## config.mk

```make
export PLATFORM = sky130hd
export DESIGN_NAME = options_field_collector_flat
export DESIGN_NICKNAME = d
export VERILOG_FILES = /design/src/rtl/options_field_collector_if.sv /design/src/rtl/options_field_collector.sv /design/src/flat_wrapper.sv
export SDC_FILE = /design/constraint.sdc
export NUM_CORES = 1
export LEC_CHECK = 0
export CORE_ASPECT_RATIO = 1.25
export CORE_UTILIZATION = 35
export CTS_CLUSTER_DIAMETER = 30
export DETAILED_ROUTE_END_ITERATION = 10
export DONT_BUFFER_PORTS = 1
export PLACE_DENSITY = 0.46
export REMOVE_ABC_BUFFERS = 1
export SYNTH_ARGS = -nofsm -noshare
export SYNTH_HDL_FRONTEND = slang
export SYNTH_SLANG_ARGS = --single-unit
export TNS_END_PERCENT = 10
```

## constraint.sdc

```tcl
create_clock -name clk -period 5.05 [get_ports clk]
set_input_delay 0.7575 -clock clk [delete_from_list [all_inputs] [get_ports clk]]
set_output_delay 0.7575 -clock clk [all_outputs]
set_load 0.05 [all_outputs]
```

## src/rtl/options_field_collector_if.sv

```systemverilog
// Byte-in / array-out handshake bundle for the options field collector.
// The master modport is the surrounding producer/consumer view; the slave modport is the collector.
interface options_field_collector_if #(
  parameter int NUM_FIELDS = 15
);
  logic [8:0]              byteIn_sig;
  logic                    byteIn_sync;
  logic                    byteIn_notify;
  logic [8*NUM_FIELDS-1:0] fieldsOut_sig;
  logic [3:0]              fieldsOut_len;
  logic                    fieldsOut_trunc;
  logic                    fieldsOut_sync;
  logic                    fieldsOut_notify;

  modport master (
    output byteIn_sig, byteIn_sync, fieldsOut_sync,
    input  byteIn_notify, fieldsOut_sig, fieldsOut_len, fieldsOut_trunc, fieldsOut_notify
  );

  modport slave (
    input  byteIn_sig, byteIn_sync, fieldsOut_sync,
    output byteIn_notify, fieldsOut_sig, fieldsOut_len, fieldsOut_trunc, fieldsOut_notify
  );
endinterface

```

## src/rtl/options_field_collector.sv

```systemverilog
// Packs a header's option bytes into a fixed array for the options parser.
// Over-long frames are truncated to NUM_FIELDS entries and their remaining bytes are drained.
module options_field_collector #(
  parameter int         NUM_FIELDS = 15,
  parameter logic [7:0] PAD_VALUE  = 8'h00
) (
  input logic                   clk,
  input logic                   rst,
  options_field_collector_if.slave bus
);

  typedef enum logic [1:0] {
    COLLECT = 2'd0,
    DISCARD = 2'd1,
    EMIT    = 2'd2
  } state_t;

  localparam logic [3:0] LAST_IDX = 4'(NUM_FIELDS - 1);
  localparam logic [3:0] FULL_LEN = 4'(NUM_FIELDS);

  state_t                      state_r;
  logic [3:0]                  counter_r;
  logic [NUM_FIELDS-1:0][7:0]  fields_r;
  logic [3:0]                  len_r;
  logic                        trunc_r;
  logic                        byte_notify_r;
  logic                        fields_notify_r;

  logic                        byte_xfer_s;
  logic                        fields_xfer_s;
  logic                        last_s;
  logic [7:0]                  data_s;

  assign byte_xfer_s   = byte_notify_r & bus.byteIn_sync;
  assign fields_xfer_s = fields_notify_r & bus.fieldsOut_sync;
  assign last_s        = bus.byteIn_sig[8];
  assign data_s        = bus.byteIn_sig[7:0];

  assign bus.byteIn_notify    = byte_notify_r;
  assign bus.fieldsOut_notify = fields_notify_r;
  assign bus.fieldsOut_sig    = fields_r;
  assign bus.fieldsOut_len    = len_r;
  assign bus.fieldsOut_trunc  = trunc_r;

  // Frame FSM; notifies are registered alongside the state so they never overlap.
  always_ff @(posedge clk or posedge rst) begin
    if (rst) begin
      state_r         <= COLLECT;
      counter_r       <= 4'd0;
      fields_r        <= {NUM_FIELDS{PAD_VALUE}};
      len_r           <= 4'd0;
      trunc_r         <= 1'b0;
      byte_notify_r   <= 1'b0;
      fields_notify_r <= 1'b0;
    end else begin
      case (state_r)
        COLLECT: begin
          byte_notify_r   <= 1'b1;
          fields_notify_r <= 1'b0;
          if (byte_xfer_s) begin
            fields_r[counter_r] <= data_s;
            // Counter saturates at the last index; it is cleared when the array is taken.
            if (counter_r != LAST_IDX) begin
              counter_r <= counter_r + 4'd1;
            end
            if (last_s) begin
              len_r           <= counter_r + 4'd1;
              trunc_r         <= 1'b0;
              state_r         <= EMIT;
              byte_notify_r   <= 1'b0;
              fields_notify_r <= 1'b1;
            end else if (counter_r == LAST_IDX) begin
              len_r   <= FULL_LEN;
              trunc_r <= 1'b1;
              state_r <= DISCARD;
            end
          end
        end
        DISCARD: begin
          byte_notify_r   <= 1'b1;
          fields_notify_r <= 1'b0;
          if (byte_xfer_s && last_s) begin
            state_r         <= EMIT;
            byte_notify_r   <= 1'b0;
            fields_notify_r <= 1'b1;
          end
        end
        EMIT: begin
          byte_notify_r   <= 1'b0;
          fields_notify_r <= 1'b1;
          if (fields_xfer_s) begin
            fields_r        <= {NUM_FIELDS{PAD_VALUE}};
            counter_r       <= 4'd0;
            len_r           <= 4'd0;
            trunc_r         <= 1'b0;
            state_r         <= COLLECT;
            byte_notify_r   <= 1'b1;
            fields_notify_r <= 1'b0;
          end
        end
        default: begin
          state_r         <= COLLECT;
          counter_r       <= 4'd0;
          fields_r        <= {NUM_FIELDS{PAD_VALUE}};
          len_r           <= 4'd0;
          trunc_r         <= 1'b0;
          byte_notify_r   <= 1'b0;
          fields_notify_r <= 1'b0;
        end
      endcase
    end
  end

endmodule

```

## src/flat_wrapper.sv

```systemverilog
// flat-port wrapper written by rule: the top's interface ports become plain ports
module options_field_collector_flat 
#(
  parameter int         NUM_FIELDS = 15,
  parameter logic [7:0] PAD_VALUE  = 8'h00
)
  (clk, rst, bus_byteIn_sig, bus_byteIn_sync, bus_fieldsOut_sync, bus_byteIn_notify, bus_fieldsOut_sig, bus_fieldsOut_len, bus_fieldsOut_trunc, bus_fieldsOut_notify);
  options_field_collector_if #(.NUM_FIELDS(NUM_FIELDS)) bus_i ();
  input logic clk;
  input logic rst;
  input wire logic [$bits(bus_i.byteIn_sig)-1:0] bus_byteIn_sig;
  input wire logic [$bits(bus_i.byteIn_sync)-1:0] bus_byteIn_sync;
  input wire logic [$bits(bus_i.fieldsOut_sync)-1:0] bus_fieldsOut_sync;
  output wire logic [$bits(bus_i.byteIn_notify)-1:0] bus_byteIn_notify;
  output wire logic [$bits(bus_i.fieldsOut_sig)-1:0] bus_fieldsOut_sig;
  output wire logic [$bits(bus_i.fieldsOut_len)-1:0] bus_fieldsOut_len;
  output wire logic [$bits(bus_i.fieldsOut_trunc)-1:0] bus_fieldsOut_trunc;
  output wire logic [$bits(bus_i.fieldsOut_notify)-1:0] bus_fieldsOut_notify;
  assign bus_i.byteIn_sig = bus_byteIn_sig;
  assign bus_i.byteIn_sync = bus_byteIn_sync;
  assign bus_i.fieldsOut_sync = bus_fieldsOut_sync;
  assign bus_byteIn_notify = bus_i.byteIn_notify;
  assign bus_fieldsOut_sig = bus_i.fieldsOut_sig;
  assign bus_fieldsOut_len = bus_i.fieldsOut_len;
  assign bus_fieldsOut_trunc = bus_i.fieldsOut_trunc;
  assign bus_fieldsOut_notify = bus_i.fieldsOut_notify;
  options_field_collector #(.NUM_FIELDS(NUM_FIELDS), .PAD_VALUE(PAD_VALUE)) u_core (.clk(clk), .rst(rst), .bus(bus_i));
endmodule
```

==> results.txt, run 1 <==
fin crit share - 54.4%
via count - 6,408
Pwr Total - 6.89 mW
r2r setup slk - 2.31 ns
synth top area cells - dfrtp_1 (47%), nand3_1 (26%), o211ai_1 (13%)
reg2reg end - u_core.bus.fieldsOut_sig[63]
most frequent cell after synthesis - nand3_1
Worst Path Max Fanout - 81
Mapped Cells - 800
first-pass GRT wire length - 37,700 um
Comb pwr share - 32.3%
Final setup viols - 0
part of the power in registers - 49.9%
PortBufs - 0
Leak - 2.76 nW
hold_buf cts - 0
antenna violations before repair - 0
Residual DRC - 0
n_diodes - 0
Synth top area share - 46.8%
Pwr Density - 897 nW/um^2
Initial Utilization - 36.1%
Final Hold Fails - 0
Critical Path AT - 3.09 ns
fill count - 1,986
Clk pin slew, worst setup/hold paths - 0.06 ns
GR Overflow Total - 0
Yosys warnings - 0
TritonCTS clock tree - built
Post-synth top cells - nand3_1 (367), dfrtp_1 (133), o211ai_1 (124), clkbuf_1 (48), buf_2 (45)
count of cell types in the netlist - 37
hold_ws - 0.368 ns
Worst Setup EP - u_core.bus.fieldsOut_sig[63]
clock root buffer - clkbuf_16
Pint - 3.06 mW
Worst-Skew Late Latency - 0.42 ns
critical path startpoint - u_core.bus.byteIn_notify
nets - 740
Psw - 3.83 mW
sequential share of the synthesized area - 46.8%
met2 Resource Use GR - 36.8%
RSZ-0062 raised after global routing - no
Vert. Die Dim - 161 um
final setup skew - 0.0120 ns
GPL Wtd Cong - 0.725
Die Area - 20,900 sq um
setup tns final - 0 ns
DRT Wirelength - 24,200 um
grt met3 use - 6.56%
vias in the first global route - 6,098
Tmin final - 2.74 ns
initial drt markers - 702
met1 Usage GRT - 31.6%
Post-synth top flop - dfrtp_1
Max Root-Sink Buffers - 2
Critical Path Source Type - register
HPWL after DPL - 13,200 um
switching share of total power - 55.6%
Async S/R FF share, synth - 100%
largest net degree at the start of global routing - 99
H-tree depth - 4
Max Freq - 364 MHz
drt first pass iters - 5
Slew @ Worst Pin - 1.18 ns
Area growth syn-to-layout - 8.08%
max-slew violations - 0
per-cell routed wire length - 24.2 um
GR peak layer - met2
row count - 57
outcome - finished, final reports clean
Clock Sinks - 133
mean post-synth cell area - 8.88 sq um
Max-slew headroom - 21.5%
Core Area - 19,700 sq um
WP data required - 5.40 ns
number of synthesized flops with an enable pin - 0
WS Path Type - reg2reg
#FFs+latches synth - 133
Synth area leader - dfrtp_1
I/O pins - 140
synthesized cell area - 7110 sq um
GRT Overall Usage - 23.6%
peak supply drop - 0.679 mV
Vias/cell - 6.41
worst r2r path cells - 4
cts bufs inserted - 17
reg-to-reg startpoint - u_core.bus.byteIn_notify
setup bufs post-CTS - 0
Worst setup EP type - register
clock network fraction of total power - 17.8%
# Max-Cap Violations - 0
Post-DRT Antenna Nets - 0
# resized after CTS - 0
fraction of layout cells with a size suffix above 1 - 7.35%
min-delay worst type - in2async
die width - 129 um
worst min-delay path by stage:
stage | endpoint | cells past startpoint
2_1_floorplan | u_core.bus.fieldsOut_len[0] | 1
3_3_place_gp | u_core.bus.fieldsOut_len[0] | 1
3_5_place_dp | u_core.bus.fieldsOut_len[0] | 1
4_1_cts | u_core.bus.fieldsOut_trunc | 1
5_1_grt | u_core.bus.fieldsOut_len[0] | 1
6_report | u_core.bus.fieldsOut_sig[46] | 1
power by group through the flow:
stage,clock network (mW),logic [mW],registers [mW]
floorplan,0,1.73,3.27
global placement,0,2.12,3.45
detailed placement,0,2.21,3.47
finish,1.23,2.23,3.44
global route,1.30,2.49,3.51
CTS,1.25,2.23,3.45
per-stage QoR:
stage | utilization, % | setup WS (ns) | instances | area, sq um
after floorplan | - | -0.984 | 695 | 6650
final | 39.0 | 2.31 | 1000 | 7680
after global routing | 39.0 | 2.15 | 1000 | 7680
after detailed placement | 36.1 | 2.36 | 969 | 7100
after global placement | 36.1 | 2.39 | 969 | 7100
after CTS | 39.0 | 2.34 | 1000 | 7680
cell families (layout without fill, tap and decap cells):
kind of cell | Yosys count | count (layout) | synth area share, %
compound gates | 141 | 141 | 14.8
xor+xnor | 1 | 1 | 0.123
fa+ha+maj | 4 | 4 | 0.704
buf+inv | 110 | 45 | 6.71
flops | 133 | 133 | 46.8
mux | 2 | 2 | 0.317
simple gates | 409 | 409 | 30.6
per-layer routing:
layer  up-vias  wire length, um
met5         -                0
met4         0              367
met3        21             1770
met2       252            11700
met1      3271            10400
li1       2864                -
cell type report:
cell class                 instances  area [sq um]  share of cell area [%]
clock buffer                      22           474                    6.17
clock inverter                     9           103                    1.34
inverter                           5          26.3                   0.342
multi-input combinational        557          3340                    43.5
sequential                       133          3330                    43.3
tap                              265           332                    4.32
timing repair buffer               9          80.1                    1.04
worst max-delay path, cell delays in order (launching register included):
cell	delay [ns]
dfrtp_1	0.73
and4bb_4	1.00
buf_4	0.60
nand3_1	0.14
nand3_1	0.12
placed cells by master, fill, tap and decap left out, types with 2 or more instances in the layout:
master / instances
clkbuf_8: 3
clkbuf_16: 17
nor3_1: 2
nand3b_1: 8
clkbuf_1: 2
or3_1: 2
dfrtp_1: 133
o211ai_1: 124
and3b_1: 8
nor3b_2: 4
clkinvlp_4: 3
or3b_2: 4
clkinv_2: 4
and3_1: 5
inv_1: 3
mux2_2: 2
buf_4: 8
ha_1: 4
bufinv_16: 2
o32a_1: 3
o21ai_0: 6
nand3_1: 367
sequential cells by signal, summed over array words and instances (netlist names):
| signal | count |
|---|---|
| u_core.bus.byteIn_notify | 1 |
| u_core.bus.fieldsOut_len | 4 |
| u_core.counter_r | 4 |
| u_core.state_r | 2 |
| u_core.bus.fieldsOut_trunc | 1 |
| u_core.bus.fieldsOut_sig | 120 |
| u_core.bus.fieldsOut_notify | 1 |
Power figures use the tool's default switching activity.
==> run 2: changes to the inputs <==
==> constraint.sdc (replaced) <==
create_clock -name clk -period 2.8 [get_ports clk]
set_input_delay 0.42 -clock clk [delete_from_list [all_inputs] [get_ports clk]]
set_output_delay 0.42 -clock clk [all_outputs]
set_load 0.05 [all_outputs]
==> run 2 against run 1 <==
Register-to-register slack lost 1.6 ns. Worst hold slack lost 0.26 ns. Total power rose by 87%. Wire length is 2.4% higher. First-iteration DRC count decreased by 5.8%. Count of clock-buffer cells in the layout increased by 3. Critical path type unchanged. Utilization grew 0.94 points. Flip-flop and latch count did not move. Non-clock buffer count is 8 higher. Sequential power rose by 80%. Fmax increased by 31%.
==> results.txt, run 2 (synthesis results as in run 1) <==
WS Path Type - reg2reg
die width - 129 um (unchanged)
Final setup viols - 0 (unchanged)
max-slew violations - 0 (unchanged)
Initial Utilization - 36.1% (unchanged)
row count - 57 (unchanged)
final setup skew - 0.0123 ns (+0.000305 ns)
# Max-Cap Violations - 0 (unchanged)
CP max stage delay - 0.71 ns (-0.29 ns)
min-delay worst type - in2reg
Clock Sinks - 133 (unchanged)
hold_ws - 0.105 ns (-0.263 ns)
reg-to-reg startpoint - u_core.bus.byteIn_notify
Pwr Density - 1640 nW/um^2 (+82%)
Crit-path slowest cell - buf_4
Slew @ Worst Pin - 0.952 ns (-0.224 ns)
Final Hold Fails - 0 (unchanged)
Critical Path Source Type - register
# resized after CTS - 0 (unchanged)
TritonCTS clock tree - built
most frequent cells in the layout - nand3_1 (367), dfrtp_1 (133), o211ai_1 (124)
setup bufs post-CTS - 0 (unchanged)
setup tns final - 0 ns (unchanged)
fin cells - 1,009 (+0.90%)
WP data required - 3.13 ns (-2.27 ns)
cell family with most CP delay - buffers and inverters
vias in the first global route - 6,380 (+4.6%)
outcome - finished, final reports clean
GPL Wtd Cong - 0.727 (+0.18%)
drt first pass iters - 6 (+1)
first-pass GRT wire length - 39,000 um (+3.6%)
fill count - 1,940 (-2.3%)
Core Area - 19,700 sq um (unchanged)
DRT Wirelength - 24,800 um (+2.4%)
Vias/cell - 6.43 (+0.27%)
Die Area - 20,900 sq um (unchanged)
Max-slew headroom - 36.5% (+15 points)
antenna violations before repair - 0 (unchanged)
Worst setup EP type - register
final core occ - 40.0% (+0.94 points)
largest net degree at the start of global routing - 126 (+27%)
Crit path buffers/inverters - 1 (unchanged)
Worst Path Max Fanout - 82 (+1.2%)
n_diodes - 0 (unchanged)
per-cell routed wire length - 24.6 um (+1.5%)
critical path startpoint - u_core.bus.byteIn_notify
CP Cell Sequence - nand4bb_4, buf_4, o22ai_1, o21ai_0
Max Freq - 478 MHz (+31%)
Critical Path AT - 2.42 ns (-0.67 ns)
Post-DRT Antenna Nets - 0 (unchanged)
Area growth syn-to-layout - 10.7%
Vert. Die Dim - 161 um (unchanged)
fin crit share - 74.7% (+20 points)
cts bufs inserted - 17 (unchanged)
HPWL after DPL - 14,000 um (+6.0%)
via count - 6,483 (+1.2%)
max reg flops - 120 (unchanged)
GRT Overall Usage - 24.4% (+0.88 points)
nets - 748 (+1.1%)
clock root buffer - clkbuf_16
Tmin final - 2.09 ns (-0.654 ns)
RSZ-0062 raised after global routing - no
GR Overflow Total - 0 (unchanged)
most common cell after layout, fill and taps aside - nand3_1
initial drt markers - 661 (-5.8%)
Leak - 2.85 nW (+3.3%)
Max Root-Sink Buffers - 2 (unchanged)
Worst-Skew Late Latency - 0.42 ns (about the same)
I/O pins - 140 (unchanged)
Residual DRC - 0 (unchanged)
Clk pin slew, worst setup/hold paths - 0.06 ns (about the same)
H-tree depth - 4 (unchanged)
PortBufs - 0 (unchanged)
Hold Startpoint - bus_byteIn_sig[8]
Placed Cells - 976 (+0.72%)
fraction of layout cells with a size suffix above 1 - 8.06% (+0.72 points)
peak supply drop - 1.57 mV (+130%)
run 2: cell types whose count changed in the layout (fill, tap and decap cells not counted), moves of 2 or more:
cell and delta:
buf_12 +3, clkinvlp_4 -2, buf_4 +4, clkinv_2 -4, bufinv_16 +3, clkbuf_1 +2
run 2: cell type report:
class / count / area [sq um] / share of cell area (%)
multi-input combinational: 557 / 3340 / 42.4
clock buffer: 25 / 495 / 6.30
tap: 265 / 332 / 4.22
sequential: 133 / 3330 / 42.3
inverter: 5 / 26.3 / 0.334
timing repair buffer: 17 / 180 / 2.29
clock inverter: 7 / 166 / 2.12
run 2: power breakdown:
part           internal (mW)  leakage, nW  switching (mW)  total, mW
Clock                   1.68        0.318           0.856       2.54
Combinational           1.55         1.14            2.60       4.16
Sequential              2.68         1.39            3.51       6.18
Total                   5.91         2.85            6.96       12.9
run 2: worst paths after layout:
path,end,slack [ns],depth (start not counted)
max,u_core.counter_r[1],0.71,4
min,u_core.bus.fieldsOut_trunc,0.11,1
max reg2reg,u_core.counter_r[1],0.71,4
min reg2reg,u_core.bus.fieldsOut_len[0],0.62,1
max in group asynchronous,u_core.bus.fieldsOut_sig[60],1.30,3
min in group asynchronous,u_core.bus.fieldsOut_sig[4],0.61,2
run 2: through the flow:
stage	setup WS (ns)	power (mW)	area (sq um)
6_report	0.710	12.9	7870
3_3_place_gp	0.766	10.1	7190
2_1_floorplan	-3.23	9.01	6650
3_5_place_dp	0.737	10.4	7190
5_1_grt	0.570	13.6	7870
4_1_cts	0.720	12.9	7870
run 2: routing by layer:
layer  GRT usage, %  up-vias  routed length [um]
met3           6.39       30                1660
li1               -     2871                   -
met1           32.3     3348               10600
met5              0        -                   0
met2           38.2      234               12000
met4           8.99        0                 560
run 2: timing repair:
item,CTS,global route
hold endpoints to repair,21,0
endpoints found under the setup margin,0,0
hold buffers,1,0
